<file path="config.mk">
export PLATFORM = sky130hd
export DESIGN_NAME = key_expansion_ctrl_flat
export DESIGN_NICKNAME = d
export VERILOG_FILES = /design/src/rtl/aes_pkg.sv /design/src/rtl/key_expansion_ctrl_if.sv /design/src/rtl/key_expansion_ctrl.sv /design/src/flat_wrapper.sv
export SDC_FILE = /design/constraint.sdc
export NUM_CORES = 1
export LEC_CHECK = 0
export BUFFER_PORTS_ARGS = -buffer_cell sky130_fd_sc_hd__buf_2
export CORE_ASPECT_RATIO = 0.7
export CORE_MARGIN = 8
export CORE_UTILIZATION = 30
export DETAILED_ROUTE_END_ITERATION = 8
export MAX_ROUTING_LAYER = met4
export PLACE_DENSITY = 0.6
export SYNTH_ARGS = -nofsm -noshare
export SYNTH_HDL_FRONTEND = slang
export SYNTH_SLANG_ARGS = --single-unit
export TNS_END_PERCENT = 30
</file>
<file path="constraint.sdc">
create_clock -name clk -period 3.9 [get_ports clk]
set_input_delay 0.78 -clock clk [delete_from_list [all_inputs] [get_ports clk]]
set_output_delay 0.78 -clock clk [all_outputs]
set_load 0.005 [all_outputs]
</file>
<file path="src/rtl/aes_pkg.sv">
// Shared AES key-expansion types and constants.
package aes_pkg;

   localparam int unsigned KEY_WIDTH  = 128;
   localparam int unsigned NUM_ROUNDS = 10;
   localparam int unsigned ROUND_W    = 4;

   typedef enum logic [1:0] {
      IDLE,
      WAIT_DRAIN,
      EXPAND,
      READY
   } state_t;

endpackage

</file>
<file path="src/rtl/key_expansion_ctrl_if.sv">
// Key handshake, pipeline hold-off and key-generator drive bundle.
interface key_expansion_ctrl_if #(
   parameter int unsigned BLOCK_LENGTH = aes_pkg::KEY_WIDTH
);
   logic [BLOCK_LENGTH-1:0]       key_in;
   logic                          key_valid;
   logic                          key_ready;
   logic                          pipe_busy;
   logic                          kg_en;
   logic [aes_pkg::ROUND_W-1:0]   kg_round;
   logic [BLOCK_LENGTH-1:0]       kg_key;
   logic                          keys_valid;
   logic                          busy;
   logic                          done;

   modport slave (
      input  key_in, key_valid, pipe_busy,
      output key_ready, kg_en, kg_round, kg_key, keys_valid, busy, done
   );

   modport master (
      output key_in, key_valid, pipe_busy,
      input  key_ready, kg_en, kg_round, kg_key, keys_valid, busy, done
   );
endinterface

</file>
<file path="src/rtl/key_expansion_ctrl.sv">
// Key-expansion sequencer: latches a cipher key, waits for the pipeline to
// drain, then walks the key generator through rounds 0..NUM_ROUNDS.
// Optional feature macro: KEY_EXP_REUSE_EN (skip re-expanding an unchanged key).
module key_expansion_ctrl #(
   parameter int unsigned BLOCK_LENGTH = aes_pkg::KEY_WIDTH,
   parameter int unsigned NUM_ROUNDS   = aes_pkg::NUM_ROUNDS
) (
   input logic                 clk,
   input logic                 rst,
   key_expansion_ctrl_if.slave bus
);
   import aes_pkg::*;

   state_t                  r_state, w_state_nxt;
   logic [ROUND_W-1:0]      r_cnt, w_cnt_nxt;
   logic                    r_kg_en, w_kg_en_nxt;
   logic [ROUND_W-1:0]      r_kg_round, w_kg_round_nxt;
   logic [BLOCK_LENGTH-1:0] r_kg_key, w_kg_key_nxt;
   logic                    r_keys_valid, w_keys_valid_nxt;
   logic                    r_busy, w_busy_nxt;
   logic                    r_done, w_done_nxt;
   logic                    w_key_ready, w_accept, w_cnt_ok, w_cnt_last;
   logic                    w_hit, w_reuse_done;

   assign w_key_ready = (r_state == IDLE) || (r_state == READY);
   assign w_accept    = bus.key_valid && w_key_ready;
   assign w_cnt_ok    = r_cnt <= ROUND_W'(NUM_ROUNDS);
   assign w_cnt_last  = r_cnt == ROUND_W'(NUM_ROUNDS);

`ifdef KEY_EXP_REUSE_EN
   logic [BLOCK_LENGTH-1:0] r_last_key;
   logic                    r_reuse;

   assign w_hit        = (r_state == READY) && (bus.key_in == r_last_key);
   assign w_reuse_done = r_reuse;

   // Remember the key once its expansion completes; flag skipped expansions
   always_ff @(posedge clk or negedge rst) begin
      if (!rst) begin
         r_last_key <= '0;
         r_reuse    <= 1'b0;
      end else begin
         if ((r_state == EXPAND) && (w_state_nxt == READY))
            r_last_key <= r_kg_key;
         r_reuse <= w_accept && w_hit;
      end
   end
`else
   assign w_hit        = 1'b0;
   assign w_reuse_done = 1'b0;
`endif

   // Next state, round counter and next values of the registered outputs
   always_comb begin
      w_state_nxt      = r_state;
      w_cnt_nxt        = r_cnt;
      w_kg_en_nxt      = (r_state == EXPAND) && w_cnt_ok;
      w_kg_round_nxt   = w_kg_en_nxt ? r_cnt : '0;
      w_kg_key_nxt     = r_kg_key;
      w_keys_valid_nxt = r_keys_valid;
      w_done_nxt       = w_reuse_done;

      // kg_en still high in READY means the final round is being stored now
      if ((r_state == READY) && r_kg_en) begin
         w_done_nxt       = 1'b1;
         w_keys_valid_nxt = 1'b1;
      end

      case (r_state)
         IDLE, READY: begin
            if (w_accept) begin
               w_kg_key_nxt = bus.key_in;
               if (w_hit) begin
                  w_keys_valid_nxt = 1'b1;
               end else begin
                  w_keys_valid_nxt = 1'b0;
                  w_cnt_nxt        = '0;
                  w_state_nxt      = bus.pipe_busy ? WAIT_DRAIN : EXPAND;
               end
            end
         end
         WAIT_DRAIN: begin
            if (!bus.pipe_busy) begin
               w_state_nxt = EXPAND;
               w_cnt_nxt   = '0;
            end
         end
         EXPAND: begin
            if (!w_cnt_ok) begin
               w_state_nxt = IDLE;
               w_cnt_nxt   = '0;
            end else if (w_cnt_last) begin
               w_state_nxt = READY;
               w_cnt_nxt   = '0;
            end else begin
               w_cnt_nxt = ROUND_W'(r_cnt + 1'b1);
            end
         end
         default: begin
            w_state_nxt = IDLE;
            w_cnt_nxt   = '0;
         end
      endcase

      w_busy_nxt = (w_state_nxt == WAIT_DRAIN) || (w_state_nxt == EXPAND);
   end

   // State, counter and registered outputs
   always_ff @(posedge clk or negedge rst) begin
      if (!rst) begin
         r_state      <= IDLE;
         r_cnt        <= '0;
         r_kg_en      <= 1'b0;
         r_kg_round   <= '0;
         r_kg_key     <= '0;
         r_keys_valid <= 1'b0;
         r_busy       <= 1'b0;
         r_done       <= 1'b0;
      end else begin
         r_state      <= w_state_nxt;
         r_cnt        <= w_cnt_nxt;
         r_kg_en      <= w_kg_en_nxt;
         r_kg_round   <= w_kg_round_nxt;
         r_kg_key     <= w_kg_key_nxt;
         r_keys_valid <= w_keys_valid_nxt;
         r_busy       <= w_busy_nxt;
         r_done       <= w_done_nxt;
      end
   end

   assign bus.key_ready  = w_key_ready;
   assign bus.kg_en      = r_kg_en;
   assign bus.kg_round   = r_kg_round;
   assign bus.kg_key     = r_kg_key;
   assign bus.keys_valid = r_keys_valid;
   assign bus.busy       = r_busy;
   assign bus.done       = r_done;

endmodule

</file>
<file path="src/flat_wrapper.sv">
// flat-port wrapper written by rule: the top's interface ports become plain ports
module key_expansion_ctrl_flat import aes_pkg::*;
#(
   parameter int unsigned BLOCK_LENGTH = aes_pkg::KEY_WIDTH,
   parameter int unsigned NUM_ROUNDS   = aes_pkg::NUM_ROUNDS
)
  (clk, rst, bus_key_in, bus_key_valid, bus_pipe_busy, bus_key_ready, bus_kg_en, bus_kg_round, bus_kg_key, bus_keys_valid, bus_busy, bus_done);
  key_expansion_ctrl_if #(.BLOCK_LENGTH(BLOCK_LENGTH)) bus_i ();
  input logic clk;
  input logic rst;
  input wire logic [$bits(bus_i.key_in)-1:0] bus_key_in;
  input wire logic [$bits(bus_i.key_valid)-1:0] bus_key_valid;
  input wire logic [$bits(bus_i.pipe_busy)-1:0] bus_pipe_busy;
  output wire logic [$bits(bus_i.key_ready)-1:0] bus_key_ready;
  output wire logic [$bits(bus_i.kg_en)-1:0] bus_kg_en;
  output wire logic [$bits(bus_i.kg_round)-1:0] bus_kg_round;
  output wire logic [$bits(bus_i.kg_key)-1:0] bus_kg_key;
  output wire logic [$bits(bus_i.keys_valid)-1:0] bus_keys_valid;
  output wire logic [$bits(bus_i.busy)-1:0] bus_busy;
  output wire logic [$bits(bus_i.done)-1:0] bus_done;
  assign bus_i.key_in = bus_key_in;
  assign bus_i.key_valid = bus_key_valid;
  assign bus_i.pipe_busy = bus_pipe_busy;
  assign bus_key_ready = bus_i.key_ready;
  assign bus_kg_en = bus_i.kg_en;
  assign bus_kg_round = bus_i.kg_round;
  assign bus_kg_key = bus_i.kg_key;
  assign bus_keys_valid = bus_i.keys_valid;
  assign bus_busy = bus_i.busy;
  assign bus_done = bus_i.done;
  key_expansion_ctrl #(.BLOCK_LENGTH(BLOCK_LENGTH), .NUM_ROUNDS(NUM_ROUNDS)) u_core (.clk(clk), .rst(rst), .bus(bus_i));
endmodule
</file>
After elaboration in Yosys (flattened, before gate mapping)
Index checks and enable logic that the tools add are counted.
W data, S select, Z words.
{"block": "word_totals", "input_bits": 132, "regBits": 142}
{"block": "op_classes", "eq_ne": 8, "magnitude_cmp": 1, "add_sub_neg": 1, "n_mux": 16, "reduce_logical": 9}
{"op": "$mux W4", "count": 5}
{"op": "$pmux W4 S3", "count": 1}
{"op": "$mux W2", "count": 5}
{"op": "$eq A2 B2 Y1 const B", "count": 3}
{"op": "$pmux W2 S3", "count": 1}
{"op": "$add A4 B1 Y4 const B", "count": 1}
{"op": "$eq A2 B1 Y1 const B", "count": 2}
{"op": "$eq A4 B4 Y1 const B", "count": 1}
{"op": "$le A4 B4 Y1 const B", "count": 1}
{"op": "$mux W1", "count": 4}
{"op": "$reduce_and A2 Y1", "count": 2}
{"op": "$logic_and A1 B1 Y1", "count": 3}
{"op": "$logic_not A2 Y1", "count": 1}
{"op": "$logic_or A1 B1 Y1", "count": 2}
{"op": "$ne A2 B1 Y1 const B", "count": 1}
{"op": "$ne A2 B2 Y1 const B", "count": 1}
{"op": "$reduce_or A2 Y1", "count": 1}

Logic depth before layout (Yosys ltp)
{"block": "depth", "depth_word": 7, "mapped_depth": 6}

Worst setup path before layout
No wires, ideal clock.
{"block": "synth_path", "path_type": "reg2reg", "from": "register u_core.r_state[0]", "to": "register u_core.r_kg_key[107] (netlist: u_core.bus.kg_key[107])", "arrival_ns": 1.544, "required_time_ns": 3.775, "n_path_buf": 2, "stages_incl_launch_ff": 7, "slack_ns": 2.231, "synth_period_minus_slack_ns": 1.669, "path_cell_list": "dfrtp_1 -> inv_1 -> ha_1 -> nand2_1 -> buf_6 -> buf_6 -> mux2_2"}
{"block": "synth_via", "elab_chain_cells": 4}
{"element": "start: declaration", "line": "key_expansion_ctrl.sv:14", "rtl": "state_t r_state, w_state_nxt;"}
{"element": "start signal: assignment", "line": "key_expansion_ctrl.sv:120", "rtl": "r_state <= w_state_nxt;"}
{"element": "$eq A2 B2 Y1 or $logic_not A2 Y1 (tied branches)", "line": "key_expansion_ctrl.sv:25", "rtl": "assign w_key_ready = (r_state == IDLE) || (r_state == READY);"}
{"element": "$logic_or A1 B1 Y1 *", "line": "key_expansion_ctrl.sv:25"}
{"element": "net bus_key_ready", "line": "flat_wrapper.sv:14", "rtl": "output wire logic [$bits(bus_i.key_ready)-1:0] bus_key_ready;"}
{"element": "$logic_and A1 B1 Y1 *", "line": "key_expansion_ctrl.sv:26", "rtl": "assign w_accept = bus.key_valid && w_key_ready;"}
{"element": "$reduce_and A2 Y1 (no source line) *"}
{"element": "end signal: assignment", "line": "key_expansion_ctrl.sv:124", "rtl": "r_kg_key <= w_kg_key_nxt;"}
{"element": "end: declaration", "line": "key_expansion_ctrl.sv:18", "rtl": "logic [BLOCK_LENGTH-1:0] r_kg_key, w_kg_key_nxt;"}
Mark *: on every way through the listed nets, which the timed path passes. The rest lies on a longest branch.
A chain may end at the register's enable or synchronous reset.

Worst setup path in the final report
{"block": "layout_path", "from": "register u_core.r_state[0]", "to": "register u_core.r_kg_key[111] (netlist: u_core.bus.kg_key[111])"}
{"block": "layout_via", "elab_chain_cells": 4}
{"element": "$eq A2 B2 Y1 or $logic_not A2 Y1 (tied branches)", "line": "key_expansion_ctrl.sv:25, key_expansion_ctrl.sv:69"}
{"element": "$logic_or A1 B1 Y1", "line": "key_expansion_ctrl.sv:25"}
{"element": "$logic_and A1 B1 Y1", "line": "key_expansion_ctrl.sv:26"}
{"element": "$reduce_and A2 Y1 (no source line) *"}
Mark *: on every way between the ends. The rest lies on a longest branch, timed or not.

==> report_table.html <==
<table>
<tr><th>Metric</th><th>Value</th></tr>
<tr><th colspan="2">Outcome</th></tr>
<tr><td>Outcome</td><td>finished, final reports clean</td></tr>
<tr><th colspan="2">Synthesis</th></tr>
<tr><td>Cells after synthesis</td><td>334</td></tr>
<tr><td>Largest area contributor in the synthesized netlist</td><td>sky130_fd_sc_hd__dfrtp_1</td></tr>
<tr><td>Top_reg_cell synth</td><td>sky130_fd_sc_hd__dfrtp_1</td></tr>
<tr><td>Top-area cell type share of the netlist area</td><td>64.24%</td></tr>
<tr><td>Count leader, synth</td><td>sky130_fd_sc_hd__dfrtp_1</td></tr>
<tr><td>Total of warnings raised by yosys</td><td>0</td></tr>
<tr><td>Number of flops mapped to enable cells by yosys</td><td>0</td></tr>
<tr><td>Commonest cells in the netlist</td><td>142 x sky130_fd_sc_hd__dfrtp_1, 118 x sky130_fd_sc_hd__mux2_2, 12 x sky130_fd_sc_hd__buf_6, 10 x sky130_fd_sc_hd__mux2_1</td></tr>
<tr><td>Sequential share of the synthesized area</td><td>64.24%</td></tr>
<tr><td>Top post-synthesis cells by area</td><td>sky130_fd_sc_hd__dfrtp_1 64%, sky130_fd_sc_hd__mux2_2 24%, sky130_fd_sc_hd__buf_6 2.4%</td></tr>
<tr><td>Netlist cell types</td><td>37</td></tr>
<tr><td>Proportion of register bits with asynchronous set or reset after synthesis</td><td>100.0%</td></tr>
<tr><td>Post-Synthesis Cell Area</td><td>5532 um^2</td></tr>
<tr><td>Syn_nets</td><td>471</td></tr>
<tr><td>Mapped Avg Cell Area</td><td>16.56 um^2</td></tr>
<tr><td>FF+latch count, synth</td><td>142</td></tr>
<tr><th colspan="2">Setup path</th></tr>
<tr><td>R2r worst-path depth</td><td>5</td></tr>
<tr><td>Crit Path Class</td><td>reg2reg</td></tr>
<tr><td>Kind of capture point of the worst setup path</td><td>register</td></tr>
<tr><td>Largest delay contributor family on the critical path</td><td>buffers and inverters</td></tr>
<tr><td>Cells traversed along the worst timing path</td><td>inv_1, ha_1, nand2_4, buf_4, mux2_2</td></tr>
<tr><td>Crit-path max cell delay</td><td>0.53 ns</td></tr>
<tr><td>CP max stage cell</td><td>sky130_fd_sc_hd__buf_4</td></tr>
<tr><td>Worst Path Max Fanout</td><td>45</td></tr>
<tr><td>CP Buf/Inv Count</td><td>2</td></tr>
<tr><td>Total number of cells along the worst setup path</td><td>5</td></tr>
<tr><td>Critical path required time</td><td>4.19 ns</td></tr>
<tr><td>Nature of the critical path startpoint</td><td>register</td></tr>
<tr><td>Data arrival time at the worst-slack endpoint</td><td>2.56 ns</td></tr>
<tr><th colspan="2">STA</th></tr>
<tr><td>Slew Limit Headroom</td><td>51.28%</td></tr>
<tr><td>Setup repair after global routing missed its margin</td><td>false</td></tr>
<tr><td>Maximum frequency from static timing analysis</td><td>0.4399 GHz</td></tr>
<tr><td>Pins Over Slew Limit</td><td>0</td></tr>
<tr><td>Final hold vios</td><td>0</td></tr>
<tr><td>Final setup viols</td><td>0</td></tr>
<tr><td>Share of the cycle needed by the critical path after routing</td><td>58.28%</td></tr>
<tr><td>Worst clock skew on the final layout</td><td>0.01015 ns</td></tr>
<tr><td>Tmin final</td><td>2.273 ns</td></tr>
<tr><td>Worst Max-Slew Pin Slew</td><td>0.7307 ns</td></tr>
<tr><td>Final total negative setup slack</td><td>0 ns</td></tr>
<tr><th colspan="2">Global route</th></tr>
<tr><td>GRT Overall Usage</td><td>12.69%</td></tr>
<tr><td>Overflow left after global routing</td><td>0</td></tr>
<tr><td>Number of global-route vias before repair</td><td>4232</td></tr>
<tr><td>Largest net degree at the start of global routing</td><td>82</td></tr>
<tr><td>Wire length of the first global-routing pass</td><td>22430 um</td></tr>
<tr><td>Initial antenna violation count</td><td>0</td></tr>
<tr><th colspan="2">Placed design</th></tr>
<tr><td># port buffers</td><td>268</td></tr>
<tr><td>Cell Area, Placed</td><td>7072 um^2</td></tr>
<tr><td>Routability congestion estimate</td><td>0.7864</td></tr>
<tr><td>HPWL after detailed placement</td><td>11240 um</td></tr>
<tr><th colspan="2">Die</th></tr>
<tr><td># IOs</td><td>269</td></tr>
<tr><td>Core ar.</td><td>18060 um^2</td></tr>
<tr><td>Horizontal die dimension</td><td>178.3 um</td></tr>
<tr><td>Chip Height</td><td>129.6 um</td></tr>
<tr><td>Rows</td><td>41</td></tr>
<tr><td>Total Die Area</td><td>23110 um^2</td></tr>
<tr><td>Initial Utilization</td><td>30.63%</td></tr>
<tr><th colspan="2">Routing</th></tr>
<tr><td>Number of vias in the routed layout</td><td>3737</td></tr>
<tr><td>Detailed-route DRC error count</td><td>0</td></tr>
<tr><td>Drt total wl</td><td>14610 um</td></tr>
<tr><td>Number of nets still failing antenna checks after routing</td><td>0</td></tr>
<tr><td>Vias/cell</td><td>4.361</td></tr>
<tr><td>Total iterations of the first detailed-routing run</td><td>4</td></tr>
<tr><td>Iteration-0 DRC Markers</td><td>160</td></tr>
<tr><td>Wirelength per Cell</td><td>17.04 um</td></tr>
<tr><th colspan="2">Clock network</th></tr>
<tr><td>Clock Tree Buf Depth</td><td>2</td></tr>
<tr><td>Clock Pin Slew Worst Setup and Hold Paths</td><td>0.06 ns</td></tr>
<tr><td>Clock tree from TritonCTS</td><td>built</td></tr>
<tr><td>Clock root buffer</td><td>sky130_fd_sc_hd__clkbuf_16</td></tr>
<tr><td>CTS sink cnt</td><td>142</td></tr>
<tr><td>CTS H-Tree Depth</td><td>4</td></tr>
<tr><td>Number of resized instances in the post-cts repair step</td><td>0</td></tr>
<tr><td>Number of buffers created by CTS</td><td>17</td></tr>
<tr><td>Post-CTS Hold Fix Bufs</td><td>0</td></tr>
<tr><td>Number of buffers inserted to repair setup after CTS</td><td>0</td></tr>
<tr><td>Skew-Pair Late Insertion Delay</td><td>0.41 ns</td></tr>
<tr><th colspan="2">Hold path</th></tr>
<tr><td>Hold/Removal Path Class</td><td>in2async</td></tr>
<tr><th colspan="2">Final layout</th></tr>
<tr><td>Post-route core utilization</td><td>42.59%</td></tr>
<tr><td>Final-stage net count</td><td>745</td></tr>
<tr><td>Layout cells sized above 1</td><td>69.08%</td></tr>
<tr><td>Antenna diode count</td><td>0</td></tr>
<tr><td>Post-route cell area</td><td>7691 um^2</td></tr>
<tr><td>Post-synthesis to final-layout area growth</td><td>39.04%</td></tr>
<tr><th colspan="2">Flow run</th></tr>
<tr><td>Maxcap violations</td><td>0</td></tr>
<tr><th colspan="2">Power</th></tr>
<tr><td>Leakage power total</td><td>3.771 nW</td></tr>
<tr><td>Final total power</td><td>0.006554 W</td></tr>
<tr><td>VDD IR-drop max</td><td>0.3331 mV</td></tr>
<tr><td>Power density cells</td><td>852.1 nW/um^2</td></tr>
</table>
==> logic make-up after synthesis <==
logic type | count (synthesis) | share of synthesized area (%)
adder cells (fa/ha/maj) | 5 | 1.131
buffers and inverters | 19 | 3.054
flip-flops | 142 | 64.24
AND/OR/NAND/NOR | 22 | 2.511
XOR/XNOR | 1 | 0.1584
multiplexers | 129 | 26.24
AO/OA/AOI/OAI | 16 | 2.669
==> metrics by stage <==
step / instances / setup WS (ns) / hold WS, ns
floorplan: 334 / 2.231 / 0.4844
global placement: 825 / 1.693 / 0.4681
detailed placement: 825 / 1.618 / 0.4839
CTS: 857 / 1.606 / 0.4092
global route: 857 / 1.485 / 0.4515
finish: 857 / 1.627 / 0.3928
==> layer usage <==
| layer | routed length [um] | track usage, % | part of all wire, % |
|---|---|---|---|
| met5 | 0 | - | 0 |
| met4 | 147 | 3.539 | 1.0 |
| met3 | 1442 | 4.999 | 9.9 |
| met2 | 6929 | 20.02 | 47 |
| met1 | 6085 | 14.94 | 42 |
==> report_power, final <==
part	internal, W	total (W)	switching (W)
Clock	0.00107	0.00169	0.000623
Sequential	0.00220	0.00256	0.000356
Combinational	0.00132	0.00230	0.000988
Total	0.00459	0.00655	0.00197
==> worst register-to-register path, cell delays in order, from the launching register on <==
cell and delay, ns:
sky130_fd_sc_hd__dfrtp_1 0.41, sky130_fd_sc_hd__inv_1 0.07, sky130_fd_sc_hd__ha_1 0.40, sky130_fd_sc_hd__nand2_4 0.28, sky130_fd_sc_hd__buf_4 0.54, sky130_fd_sc_hd__mux2_2 0.45
==> sequential cells by signal, summed over array words and instances (netlist names) <==
register / flops
u_core.bus.kg_key: 128
u_core.r_cnt: 4
u_core.r_state: 2
u_core.bus.kg_round: 4
u_core.bus.kg_en: 1
u_core.bus.busy: 1
u_core.bus.done: 1
u_core.bus.keys_valid: 1
==> area by class of cell <==
class,instances,area (um^2)
timing repair buffer,271,1395
inverter,3,11.26
clock inverter,14,190.2
sequential,142,3553
clock buffer,18,429.2
multi-input combinational,173,1817
tap,236,295.3
fill,1652,10370
==> final timing paths <==
kind	from	to	slack (ns)
worst min-delay path	rst	u_core.r_cnt[0]$_DFFE_PN0P_	0.39
worst max-delay path	u_core.r_state[0]$_DFF_PN0_	u_core.bus.kg_key[111]$_DFFE_PN0P_	1.63
worst max register to register	u_core.r_state[0]$_DFF_PN0_	u_core.bus.kg_key[111]$_DFFE_PN0P_	1.63
min in group clk	u_core.bus.kg_key[76]$_DFFE_PN0P_	u_core.bus.kg_key[76]$_DFFE_PN0P_	0.49
max in group asynchronous	rst	u_core.bus.kg_key[31]$_DFFE_PN0P_	2.72
worst min register to register	u_core.bus.kg_key[76]$_DFFE_PN0P_	u_core.bus.kg_key[76]$_DFFE_PN0P_	0.49
==> cell usage in the layout (no fill, tap or decap), drive strengths merged, types with 2 or more instances in the layout <==
cell type  synthesis  layout
o21ai              2       2
ha                 5       5
and2               4       4
clkinvlp           0       2
o21a               2       2
clkinv             0       6
dfrtp            142     142
mux2             128     128
o211ai             2       2
nor2               3       3
bufinv             0       4
nand2              5       5
inv                3       5
buf               16     271
and3b              2       2
a21boi             2       2
clkbuf             0      18
nand2b             2       2
Note: power is estimated with default switching activity, not from simulation.
